--- config.mk ---
export PLATFORM = sky130hd
export DESIGN_NAME = seven_segment_scan_controller
export DESIGN_NICKNAME = d
export VERILOG_FILES = /design/src/rtl/seven_segment_pkg.sv /design/src/rtl/bcd_seven_segment_mapping.sv /design/src/rtl/seven_segment_scan_controller.sv
export SDC_FILE = /design/constraint.sdc
export NUM_CORES = 1
export LEC_CHECK = 0
export ABC_AREA = 1
export BUFFER_PORTS_ARGS = -buffer_cell sky130_fd_sc_hd__buf_4
export CAP_MARGIN = 20
export CORE_MARGIN = 8
export CORE_UTILIZATION = 55
export DETAILED_ROUTE_END_ITERATION = 8
export PLACE_DENSITY = 0.76
export SLEW_MARGIN = 20
export SYNTH_ARGS = -nofsm -noshare
export SYNTH_HDL_FRONTEND = slang
export SYNTH_SLANG_ARGS = --single-unit
--- constraint.sdc ---
create_clock -name I_CLK -period 7.45 [get_ports I_CLK]
set_input_delay 2.235 -clock I_CLK [delete_from_list [all_inputs] [get_ports I_CLK]]
set_output_delay 2.235 -clock I_CLK [all_outputs]
set_load 0.005 [all_outputs]
--- src/rtl/seven_segment_pkg.sv ---
// Shared definitions for the four-digit seven-segment scan controller.
package seven_segment_pkg;

    typedef enum logic {
        S_SHOW  = 1'b0,
        S_BLANK = 1'b1
    } state_t;

    localparam int unsigned NUM_DIGITS    = 4;
    localparam int unsigned IDX_W         = $clog2(NUM_DIGITS);
    localparam logic [6:0]  SEG_BLANK     = 7'b0000000;
    localparam logic [3:0]  DIGIT_ALL_OFF = 4'b1111;

endpackage

--- src/rtl/bcd_seven_segment_mapping.sv ---
// Hex nibble to active-high abcdefg segment pattern (combinational).
module bcd_seven_segment_mapping
    import seven_segment_pkg::*;
(
    input  logic [3:0] nibble,
    output logic [6:0] segments_c
);

    // Segment lookup, MSB = a ... LSB = g
    always_comb begin
        segments_c = SEG_BLANK;
        case (nibble)
            4'h0: segments_c = 7'b1111110;
            4'h1: segments_c = 7'b0110000;
            4'h2: segments_c = 7'b1101101;
            4'h3: segments_c = 7'b1111001;
            4'h4: segments_c = 7'b0110011;
            4'h5: segments_c = 7'b1011011;
            4'h6: segments_c = 7'b1011111;
            4'h7: segments_c = 7'b1110000;
            4'h8: segments_c = 7'b1111111;
            4'h9: segments_c = 7'b1111011;
            4'hA: segments_c = 7'b1110111;
            4'hB: segments_c = 7'b0011111;
            4'hC: segments_c = 7'b1001110;
            4'hD: segments_c = 7'b0111101;
            4'hE: segments_c = 7'b1001111;
            4'hF: segments_c = 7'b1000111;
            default: segments_c = SEG_BLANK;
        endcase
    end

endmodule

--- src/rtl/seven_segment_scan_controller.sv ---
// Four-digit multiplexed seven-segment scanner with anti-ghost blanking and
// frame-synchronous (tear-free) value update.
// Optional: define SEVEN_SEGMENT_LEADING_ZERO_BLANK_EN to blank leading zeros.
module seven_segment_scan_controller
    import seven_segment_pkg::*;
#(
    parameter int unsigned P_SHOW_CYCLES  = 50000,
    parameter int unsigned P_BLANK_CYCLES = 1000
) (
    input  logic        I_CLK,
    input  logic        I_NRESET,
    input  logic        I_ENABLE,
    input  logic        I_LOAD,
    input  logic [15:0] I_VALUE,
    output logic        O_LOAD_PENDING,
    output logic [3:0]  O_DIGIT_EN_N,
    output logic [6:0]  O_SEGMENTS
);

    localparam int unsigned CNT_MAX = (P_SHOW_CYCLES > P_BLANK_CYCLES) ? P_SHOW_CYCLES
                                                                       : P_BLANK_CYCLES;
    localparam int unsigned CNT_W   = $clog2(CNT_MAX) + 1;
    localparam logic [CNT_W-1:0] SHOW_LAST  = CNT_W'(P_SHOW_CYCLES - 1);
    localparam logic [CNT_W-1:0] BLANK_LAST = CNT_W'(P_BLANK_CYCLES - 1);

    state_t             state, state_nx;
    logic [IDX_W-1:0]   idx, idx_nx;
    logic [CNT_W-1:0]   cnt, cnt_nx;
    logic               active, active_nx;
    logic [15:0]        shadow, display, display_nx;
    logic               frame_edge_c, xfer_c, lz_blank_c;
    logic [3:0]         nibble_nx;
    logic [6:0]         seg_dec_c;

    // Scan sequencing: next state, digit index, dwell counter
    always_comb begin
        state_nx  = state;
        idx_nx    = idx;
        cnt_nx    = cnt;
        active_nx = active;
        if (!I_ENABLE) begin
            state_nx  = S_BLANK;
            idx_nx    = '0;
            cnt_nx    = '0;
            active_nx = 1'b0;
        end else if (!active) begin
            state_nx  = S_SHOW;
            idx_nx    = '0;
            cnt_nx    = '0;
            active_nx = 1'b1;
        end else if (state == S_SHOW) begin
            if (cnt == SHOW_LAST) begin
                state_nx = S_BLANK;
                cnt_nx   = '0;
            end else begin
                cnt_nx = cnt + 1'b1;
            end
        end else begin
            if (cnt == BLANK_LAST) begin
                state_nx = S_SHOW;
                cnt_nx   = '0;
                idx_nx   = idx + 1'b1;
            end else begin
                cnt_nx = cnt + 1'b1;
            end
        end
    end

    // Shadow-to-display transfer happens only at a frame boundary or while idle
    assign frame_edge_c = (state != S_SHOW) && (state_nx == S_SHOW) && (idx_nx == '0);
    assign xfer_c       = O_LOAD_PENDING && (frame_edge_c || !I_ENABLE);
    assign display_nx   = xfer_c ? shadow : display;
    assign nibble_nx    = display_nx[{idx_nx, 2'b00} +: 4];

    bcd_seven_segment_mapping u_map (
        .nibble     (nibble_nx),
        .segments_c (seg_dec_c)
    );

`ifdef SEVEN_SEGMENT_LEADING_ZERO_BLANK_EN
    // Blank digit n (n >= 1) when it and every more significant nibble are zero
    always_comb begin
        lz_blank_c = 1'b0;
        case (idx_nx)
            2'd3:    lz_blank_c = (display_nx[15:12] == 4'h0);
            2'd2:    lz_blank_c = (display_nx[15:8]  == 8'h00);
            2'd1:    lz_blank_c = (display_nx[15:4]  == 12'h000);
            default: lz_blank_c = 1'b0;
        endcase
    end
`else
    assign lz_blank_c = 1'b0;
`endif

    // State, value registers and registered display outputs
    always_ff @(posedge I_CLK or negedge I_NRESET) begin
        if (!I_NRESET) begin
            state          <= S_BLANK;
            idx            <= '0;
            cnt            <= '0;
            active         <= 1'b0;
            shadow         <= 16'h0000;
            display        <= 16'h0000;
            O_LOAD_PENDING <= 1'b0;
            O_DIGIT_EN_N   <= DIGIT_ALL_OFF;
            O_SEGMENTS     <= SEG_BLANK;
        end else begin
            state   <= state_nx;
            idx     <= idx_nx;
            cnt     <= cnt_nx;
            active  <= active_nx;
            display <= display_nx;
            if (I_LOAD) begin
                shadow         <= I_VALUE;
                O_LOAD_PENDING <= 1'b1;
            end else if (xfer_c) begin
                O_LOAD_PENDING <= 1'b0;
            end
            if (state_nx == S_SHOW) begin
                O_DIGIT_EN_N <= ~(4'b0001 << idx_nx);
                O_SEGMENTS   <= lz_blank_c ? SEG_BLANK : seg_dec_c;
            end else begin
                O_DIGIT_EN_N <= DIGIT_ALL_OFF;
                O_SEGMENTS   <= SEG_BLANK;
            end
        end
    end

endmodule
==> run metrics, run 1 <==
status finished clean; vias in the first global route 2561; drt drc 0; gr ovfl total 0; clk sink count 65; PortBufs 31; Iter 0 DRT Violations 162; per-cell routed wire length 12.6 um; wire length on met1 3060 um; gate count after technology mapping 394; Final Skew 0.00908 ns; Total GRT Usage 16.6%; Final period util 55.0%; Core Region 5820 um2; Final Hold Fails 0; CTS clock-pin slew for the worst setup and hold paths 0.07 ns; Synth Flop Type dfrtp_1; leading area contributor after synthesis dfrtp_1; pin count of the biggest net entering global routing 66; Max Fclk 244 MHz; max_cap viols 0; top area cells in the synthesized netlist dfrtp_1 (46%), nand2_1 (9.4%), inv_1 (7.5%); worst-path fanout max 17; Synth Net Count 421; Initial Util 55.9%; Setup Viol. Count Final 0; Critical Path RT 7.73 ns; maximum vdd ir drop 0.123 mV; yosys warns 0; clock latency on the worst-skew pair 0.34 ns; hpwl dp 4610 um; Horiz. Die Dim 92.9 um; Hold-fix buffers, CTS 0; Worst-Margin Slew 0.806 ns; TNS Setup 0 ns; met2 WL 2900 um; Leak Pwr 1.81 nW; via count 2528; Synth Register Bits 65; chip height 92.9 um; Met3 Wirelength 289 um; mapped cell area 3250 um2; RSZ-0062 raised after global routing no; # diodes 0; Layout area overhead 14.1%; worst rel slew slack 46.0%; first-pass GRT wire length 11400 um; Hold Path Origin display[11]; worst hold path class flip-flop to flip-flop; post-CTS sizing 0; clock buffer depth 2; Synth cell types 34; I/O pins 32; Pins Over Slew Limit 0; total wire length 6410 um; Critical Path Start I_ENABLE; share of layout cells above drive strength 1 16.7%; most frequent cells in the layout nand2_1 (81), inv_1 (65), dfrtp_1 (60); critical path type primary input to flip-flop; worst endpoint data arrival time 4.38 ns; initial antenna violation count 0; clock root cell clkbuf_8; die area 8620 um2; via/cell ratio 4.99; nets 454; setup repair bufs after CTS 0; Synth Area per Inst 8.25 um2; Synth top area share 46.2%; Initial DRT Pass Iterations 4; depth of the CTS H-tree 3; crit start category primary input; CP Capture Type flip-flop; total power 0.797 mW; sequential element share of the synthesized area 50.3%; ys async rst share 100%; GP Congestion 0.792; minimum clock period 4.10 ns; commonest non-fill, non-tap cell in the layout nand2_1; pwr/cell area 215 nW/um2; ANT nets after route 0; fill cell instance count of the final layout 527; CTS tree built; EDFF count, synth 0; top layer in use met4; CTS buffer count 9; # rows 28; RR Startpoint cnt[0]
-- where the power goes --
group	internal [mW]	switching, mW	total [mW]	leakage [nW]
clock	0.149	0.125	0.274	0.0910
combinational	0.0497	0.0779	0.128	0.908
sequential	0.384	0.0115	0.395	0.809
-- cells by family (layout without fill, tap and decap cells) --
logic type,Yosys count,after routing,synth area share [%]
compound gates,33,33,5.43
fa+ha+maj,7,7,2.70
buf+inv,76,114,9.24
mux,4,4,1.39
flops,65,65,50.3
simple gates,205,205,29.9
xor+xnor,4,4,1.08
-- metal layers --
| metal | up-vias | global-route usage, % |
|---|---|---|
| met3 | 16 | 3.56 |
| met5 | - | 0 |
| li1 | 1292 | - |
| met2 | 53 | 25.6 |
| met1 | 1167 | 21.1 |
| met4 | 0 | 9.93 |
-- worst paths after layout --
| path | endpoint | slack [ns] | cells past startpoint |
|---|---|---|---|
| worst max-delay path | O_SEGMENTS[6] | 3.35 | 18 |
| worst min-delay path | display[11] | 0.47 | 2 |
| worst max register to register | O_SEGMENTS[6] | 4.39 | 22 |
| worst min register to register | display[11] | 0.47 | 2 |
| max in group asynchronous | display[15] | 4.95 | 1 |
| min in group asynchronous | cnt[9] | 1.98 | 1 |
-- per-stage QoR --
stage	hold WS (ns)	std cells	worst slack, ns	utilization [%]	area, um2
5_1_grt	0.492	507	3.06	63.7	3710
2_1_floorplan	0.433	394	3.48	-	3250
4_1_cts	0.470	507	3.36	63.7	3710
3_3_place_gp	0.444	491	3.16	60.6	3530
6_report	0.466	507	3.35	63.7	3710
3_5_place_dp	0.455	491	3.02	60.6	3530
-- worst max-delay path, cell delays in order --
cell     delay, ns
buf_4         0.13
nand2_1       0.06
inv_1         0.11
nand3_2       0.13
nand3_2       0.12
nand2_4       0.12
nand2_4       0.19
nand2_1       0.09
nand3_1       0.08
o21ai_1       0.08
nor2_2        0.28
inv_1         0.12
ha_1          0.24
inv_1         0.09
nand2_2       0.06
nand3_1       0.08
nand2_1       0.05
nor2_1        0.10
-- synth_stat cells (2+ instances only) --
cell type  number
nand4_1         4
nor2_4          2
a21oi_1         9
o21ai_0        14
ha_1            7
nand2_2         6
nand3_2         4
nor4_1          2
nor3b_1         2
nand2_1        81
nor2_1         39
clkbuf_1        4
o21ai_1         6
dfrtp_1        60
mux2_2          4
nor3_1         10
nand3_1        40
dfstp_2         5
nor2_2          2
nand2_4         3
and2_1          9
buf_2           3
inv_1          65
xor2_1          3
-- registers in the layout, summed over array words and instances (netlist names) --
signal          flops
display            16
O_SEGMENTS          7
O_LOAD_PENDING      1
state               1
cnt                17
O_DIGIT_EN_N        4
shadow             16
active              1
idx                 2
-- cell type report --
| class | instances | area (um2) | share of cell area (%) |
|---|---|---|---|
| clock buffers | 16 | 180 | 4.86 |
| inverters | 67 | 251 | 6.78 |
| multi-input cells | 253 | 1320 | 35.5 |
| flip-flops and latches | 65 | 1630 | 44.0 |
| well taps | 75 | 93.8 | 2.53 |
| repair buffers | 31 | 233 | 6.28 |
(Power assumes the default switching activity.)
==> run 2, diff against run 1 <==
ABC_AREA = 0   (was 1)
clock period = 4.1 ns   (was 7.45 ns; I/O delays follow)
==> run metrics, run 2 <==
initial antenna violation count 0; Critical Path RT 4.35 ns; Final Hold Fails 0; gate count after technology mapping 288; minimum clock period 3.47 ns; worst hold path class flip-flop to flip-flop; post-CTS sizing 0; mapped cell area 3240 um2; critical path's slowest cell or4_4; I/O pins 32; via/cell ratio 5.70; drt drc 0; Final Skew 0.00923 ns; Synth Register Bits 65; synth cell count leaders dfrtp_1 (60), nor2_1 (30), mux2_2 (24), nand3_1 (18), nand2_1 (16); # rows 28; per-cell routed wire length 16.0 um; critical path type flip-flop to flip-flop; status finished clean; GP Congestion 0.882; Synth Net Count 315; Synth Area per Inst 11.2 um2; chip height 92.7 um; Hold Path Origin cnt[0]; clk sink count 65; commonest non-fill, non-tap cell in the layout dfrtp_1; top area cells in the synthesized netlist dfrtp_1 (46%), mux2_2 (8.3%), dfstp_2 (4.1%); Worst-Margin Slew 0.797 ns; Regs by FF count cnt x17, display x16, shadow x16; clock latency on the worst-skew pair 0.35 ns; crit start category flip-flop; max_cap viols 0; hold depth 1; depth of the CTS H-tree 3; Hold Crit Endpoint cnt[0]; Pins Over Slew Limit 0; Layout area overhead 16.0%; Initial DRT Pass Iterations 4; setup repair bufs after CTS 0; Core Region 5820 um2; clock buffer depth 2; worst r2r path cells 10; yosys warns 0; worst endpoint data arrival time 3.72 ns; Synth top area share 46.4%; EDFF count, synth 0; Max Fclk 288 MHz; Horiz. Die Dim 92.7 um; gr ovfl total 0; Initial Util 55.7%; crit-path max cell delay 0.54 ns; Setup Viol. Count Final 0; Largest register FFs 17; clock root cell clkbuf_8; sequential element share of the synthesized area 50.4%; via count 2308; RSZ-0062 raised after global routing no; pin count of the biggest net entering global routing 66; RR Startpoint cnt[10]; ys async rst share 100%; worst path cell trace or4_4 -> nand4b_4 -> o21a_1 -> nor2_2 -> mux4_2 -> a221oi_2 -> inv_1 -> ha_1 -> mux2_2 -> a221oi_1; TNS Setup 0 ns; Crit Reg-Reg Endpoint O_SEGMENTS[0]; Total GRT Usage 17.0%; Post-Route Utilization 64.6%; Top reg by flops cnt; CTS buffer count 9; first-pass GRT wire length 11600 um; r2r setup slk 0.63 ns; Leak Pwr 1.70 nW; Buf/Inv on CP 1; count leader, synth dfrtp_1; vias in the first global route 2352; CTS clock-pin slew for the worst setup and hold paths 0.07 ns; maximum vdd ir drop 0.253 mV; nets 352; ANT nets after route 0; Synth Flop Type dfrtp_1; total wire length 6480 um; most frequent cells in the layout dfrtp_1 (60), buf_4 (36), nor2_1 (30); # diodes 0; PortBufs 31; share of layout cells above drive strength 1 29.7%; Iter 0 DRT Violations 121; CP Capture Type flip-flop; Final period util 84.6%; hpwl dp 4650 um; worst hold slack 0.491 ns; worst-path fanout max 11; worst rel slew slack 46.8%; die area 8600 um2; CP delay by family, top simple AND/OR/NAND/NOR gates; leading area contributor after synthesis dfrtp_1; Hold-fix buffers, CTS 0; Synth cell types 56; CTS tree built; pwr/cell area 415 nW/um2
[run 2: cell types whose count changed in the layout (fill, tap and decap cells not counted), moves of 8 or more]
cell / change
o21ai_0: -8
mux2_2: +20
nor3_1: -8
inv_1: -51
nand2_1: -65
nor2_1: -9
nand3_1: -22
[run 2: layout make-up]
| class | count | area, um2 |
|---|---|---|
| Fill cell | 504 | 2060 |
| Sequential cell | 65 | 1630 |
| Tap cell | 75 | 93.8 |
| Timing Repair Buffer | 37 | 282 |
| Clock inverter | 6 | 57.6 |
| Inverter | 14 | 52.6 |
| Multi-Input combinational cell | 198 | 1500 |
| Clock buffer | 10 | 138 |
[run 2: where the power goes]
group | switching (mW) | internal (mW) | total [mW]
registers | 0.0374 | 0.706 | 0.743
clock network | 0.243 | 0.293 | 0.536
logic | 0.140 | 0.140 | 0.280
total | 0.420 | 1.14 | 1.56
[run 2: kinds of logic (layout without fill, tap and decap cells)]
family,after synthesis,count (layout),share of synthesized area [%]
flip-flops,65,65,50.4
AND/OR/NAND/NOR,94,94,15.7
buffers and inverters,25,67,3.25
AO/OA/AOI/OAI,52,52,13.3
adder cells (fa/ha/maj),7,7,2.70
multiplexers,29,29,10.3
XOR/XNOR,16,16,4.33
[run 2: how the worst max path moves through the flow]
stage	startpoint	to	slack (ns)	cells after the start
after floorplan	I_ENABLE	O_SEGMENTS[0]	0.46	10
final	cnt[10]	O_SEGMENTS[0]	0.63	10
after global placement	I_ENABLE	O_SEGMENTS[0]	0.44	10
after CTS	cnt[10]	O_SEGMENTS[0]	0.64	10
after detailed placement	I_ENABLE	O_SEGMENTS[0]	0.40	10
after global routing	cnt[10]	O_SEGMENTS[0]	0.35	10
[run 2: metal layers]
metal  up-vias  wire length [um]  track usage [%]
met1      1134              2960             21.8
met4         0               114             8.46
met5         -                 0                0
met3        10               349             4.29
met2        57              3050             26.2
li1       1107                 -                -
[run 2: metrics by stage]
step                cell area [um2]  instances  power, mW  worst slack, ns
finish                         3760        405       1.56            0.632
global route                   3760        405       1.64            0.352
detailed placement             3560        389       1.03            0.399
CTS                            3760        405       1.58            0.635
global placement               3550        388       1.03            0.438
floorplan                      3240        288      0.932            0.460
==> run 3, diff against run 2 <==
clock period = 3.6 ns   (was 4.1 ns; I/O delays follow)
==> run metrics, run 3 (same netlist as run 2, synthesis figures left out) <==
Top reg by flops cnt; chip height 92.7 um; gr ovfl total 0; Critical Path RT 3.81 ns; first-pass GRT wire length 11500 um; Horiz. Die Dim 92.7 um; setup repair bufs after CTS 0; Hold Path Origin cnt[0]; Setup crit end O_SEGMENTS[3]; total wire length 6600 um; worst endpoint data arrival time 3.58 ns; dpl cell area 3600 um2; depth of the CTS H-tree 3; Leak Pwr 1.73 nW; Hold-fix buffers, CTS 0; top layer in use met4; most frequent cells in the layout dfrtp_1 (60), buf_4 (43), nor2_1 (30); vias in the first global route 2416; drt drc 0; PortBufs 31; worst rel slew slack 47.4%; r2r setup slk 0.23 ns; clock latency on the worst-skew pair 0.33 ns; critical path's slowest cell or4_4; worst r2r path cells 11; clk sink count 65; # diodes 0; Initial DRT Pass Iterations 5; Final Hold Fails 0; post-CTS sizing 0; Critical Path Start cnt[10]; TNS Setup 0 ns; per-cell routed wire length 16.0 um; met2 WL 3180 um; worst path cell trace or4_4 -> nand4b_4 -> o21a_1 -> nor2_2 -> mux4_2 -> a221oi_2 -> buf_4 -> ha_1 -> inv_1 -> o2111ai_1 -> o31ai_1; Largest register FFs 17; pin count of the biggest net entering global routing 66; Total GRT Usage 16.6%; CTS buffer count 9; CP Capture Type flip-flop; Initial Util 55.7%; Setup Viol. Count Final 0; nets 358; max_cap viols 0; via/cell ratio 5.64; PnR worst setup slack 0.228 ns; share of layout cells above drive strength 1 30.4%; crit start category flip-flop; ANT nets after route 0; GP Congestion 0.854; clock root cell clkbuf_8; hpwl dp 4790 um; maximum vdd ir drop 0.315 mV; Core Region 5820 um2; # rows 28; CTS clock-pin slew for the worst setup and hold paths 0.07 ns; Pins Over Slew Limit 0; commonest non-fill, non-tap cell in the layout dfrtp_1; status finished clean; wire length on met1 3060 um; clock buffer depth 2; worst hold path class flip-flop to flip-flop; Crit Reg-Reg Endpoint O_SEGMENTS[3]; Layout area overhead 17.7%; Worst-Margin Slew 0.789 ns; Max Fclk 297 MHz; Final period util 93.7%; RSZ-0062 raised after global routing no; final instance area 3810 um2; worst-path fanout max 9; initial antenna violation count 0; minimum clock period 3.37 ns; Iter 0 DRT Violations 115; Met3 Wirelength 276 um; RR Startpoint cnt[10]; critical path type flip-flop to flip-flop; I/O pins 32; Regs by FF count cnt x17, display x16, shadow x16; die area 8600 um2; via count 2318; crit-path max cell delay 0.55 ns; pwr/cell area 476 nW/um2; CTS tree built; Final Skew 0.00518 ns; pre-CTS WS 0.0589 ns
run 3: layout make-up:
type | count | area, um2
Clock buffer | 14 | 173
Clock inverter | 2 | 35.0
Fill cell | 468 | 2010
Inverter | 14 | 52.6
Multi-Input combinational cell | 198 | 1500
Sequential cell | 65 | 1630
Tap cell | 75 | 93.8
Timing Repair Buffer | 43 | 323
run 3: worst max-delay path, delay by kind of cell (launching register included):
family	cells	cell delay, ns
AND/OR/NAND/NOR	3	1.01
AO/OA/AOI/OAI	4	0.96
flip-flops	1	0.42
multiplexers	1	0.36
buffers and inverters	2	0.27
adder cells (fa/ha/maj)	1	0.25
run 3: worst min path at each step:
stage                     cells past startpoint  slack [ns]  endpoint
after global placement                        1        0.48    cnt[0]
final                                         1        0.49    cnt[0]
after detailed placement                      1        0.49    cnt[0]
after floorplan                               1        0.46    cnt[0]
after global routing                          1        0.53    cnt[0]
after CTS                                     1        0.50    cnt[0]
run 3: layer usage:
metal / vias up / global-route usage [%]
li1: 1115 / -
met2: 57 / 27.8
met5: - / 0
met1: 1137 / 20.3
met4: 0 / 6.85
met3: 9 / 3.40
run 3: per-stage QoR:
stage | util [%] | cells | hold slack, ns | total power [mW]
final | 65.5 | 411 | 0.489 | 1.81
after global placement | 61.8 | 394 | 0.480 | 1.18
after detailed placement | 61.9 | 395 | 0.487 | 1.19
after global routing | 65.5 | 411 | 0.532 | 1.90
after CTS | 65.5 | 411 | 0.496 | 1.83
after floorplan | - | 288 | 0.455 | 1.06
run 3: power breakdown:
part,total (mW),switching [mW],internal (mW)
clock,0.641,0.264,0.376
combinational,0.325,0.161,0.164
sequential,0.848,0.0436,0.804
total,1.81,0.468,1.35
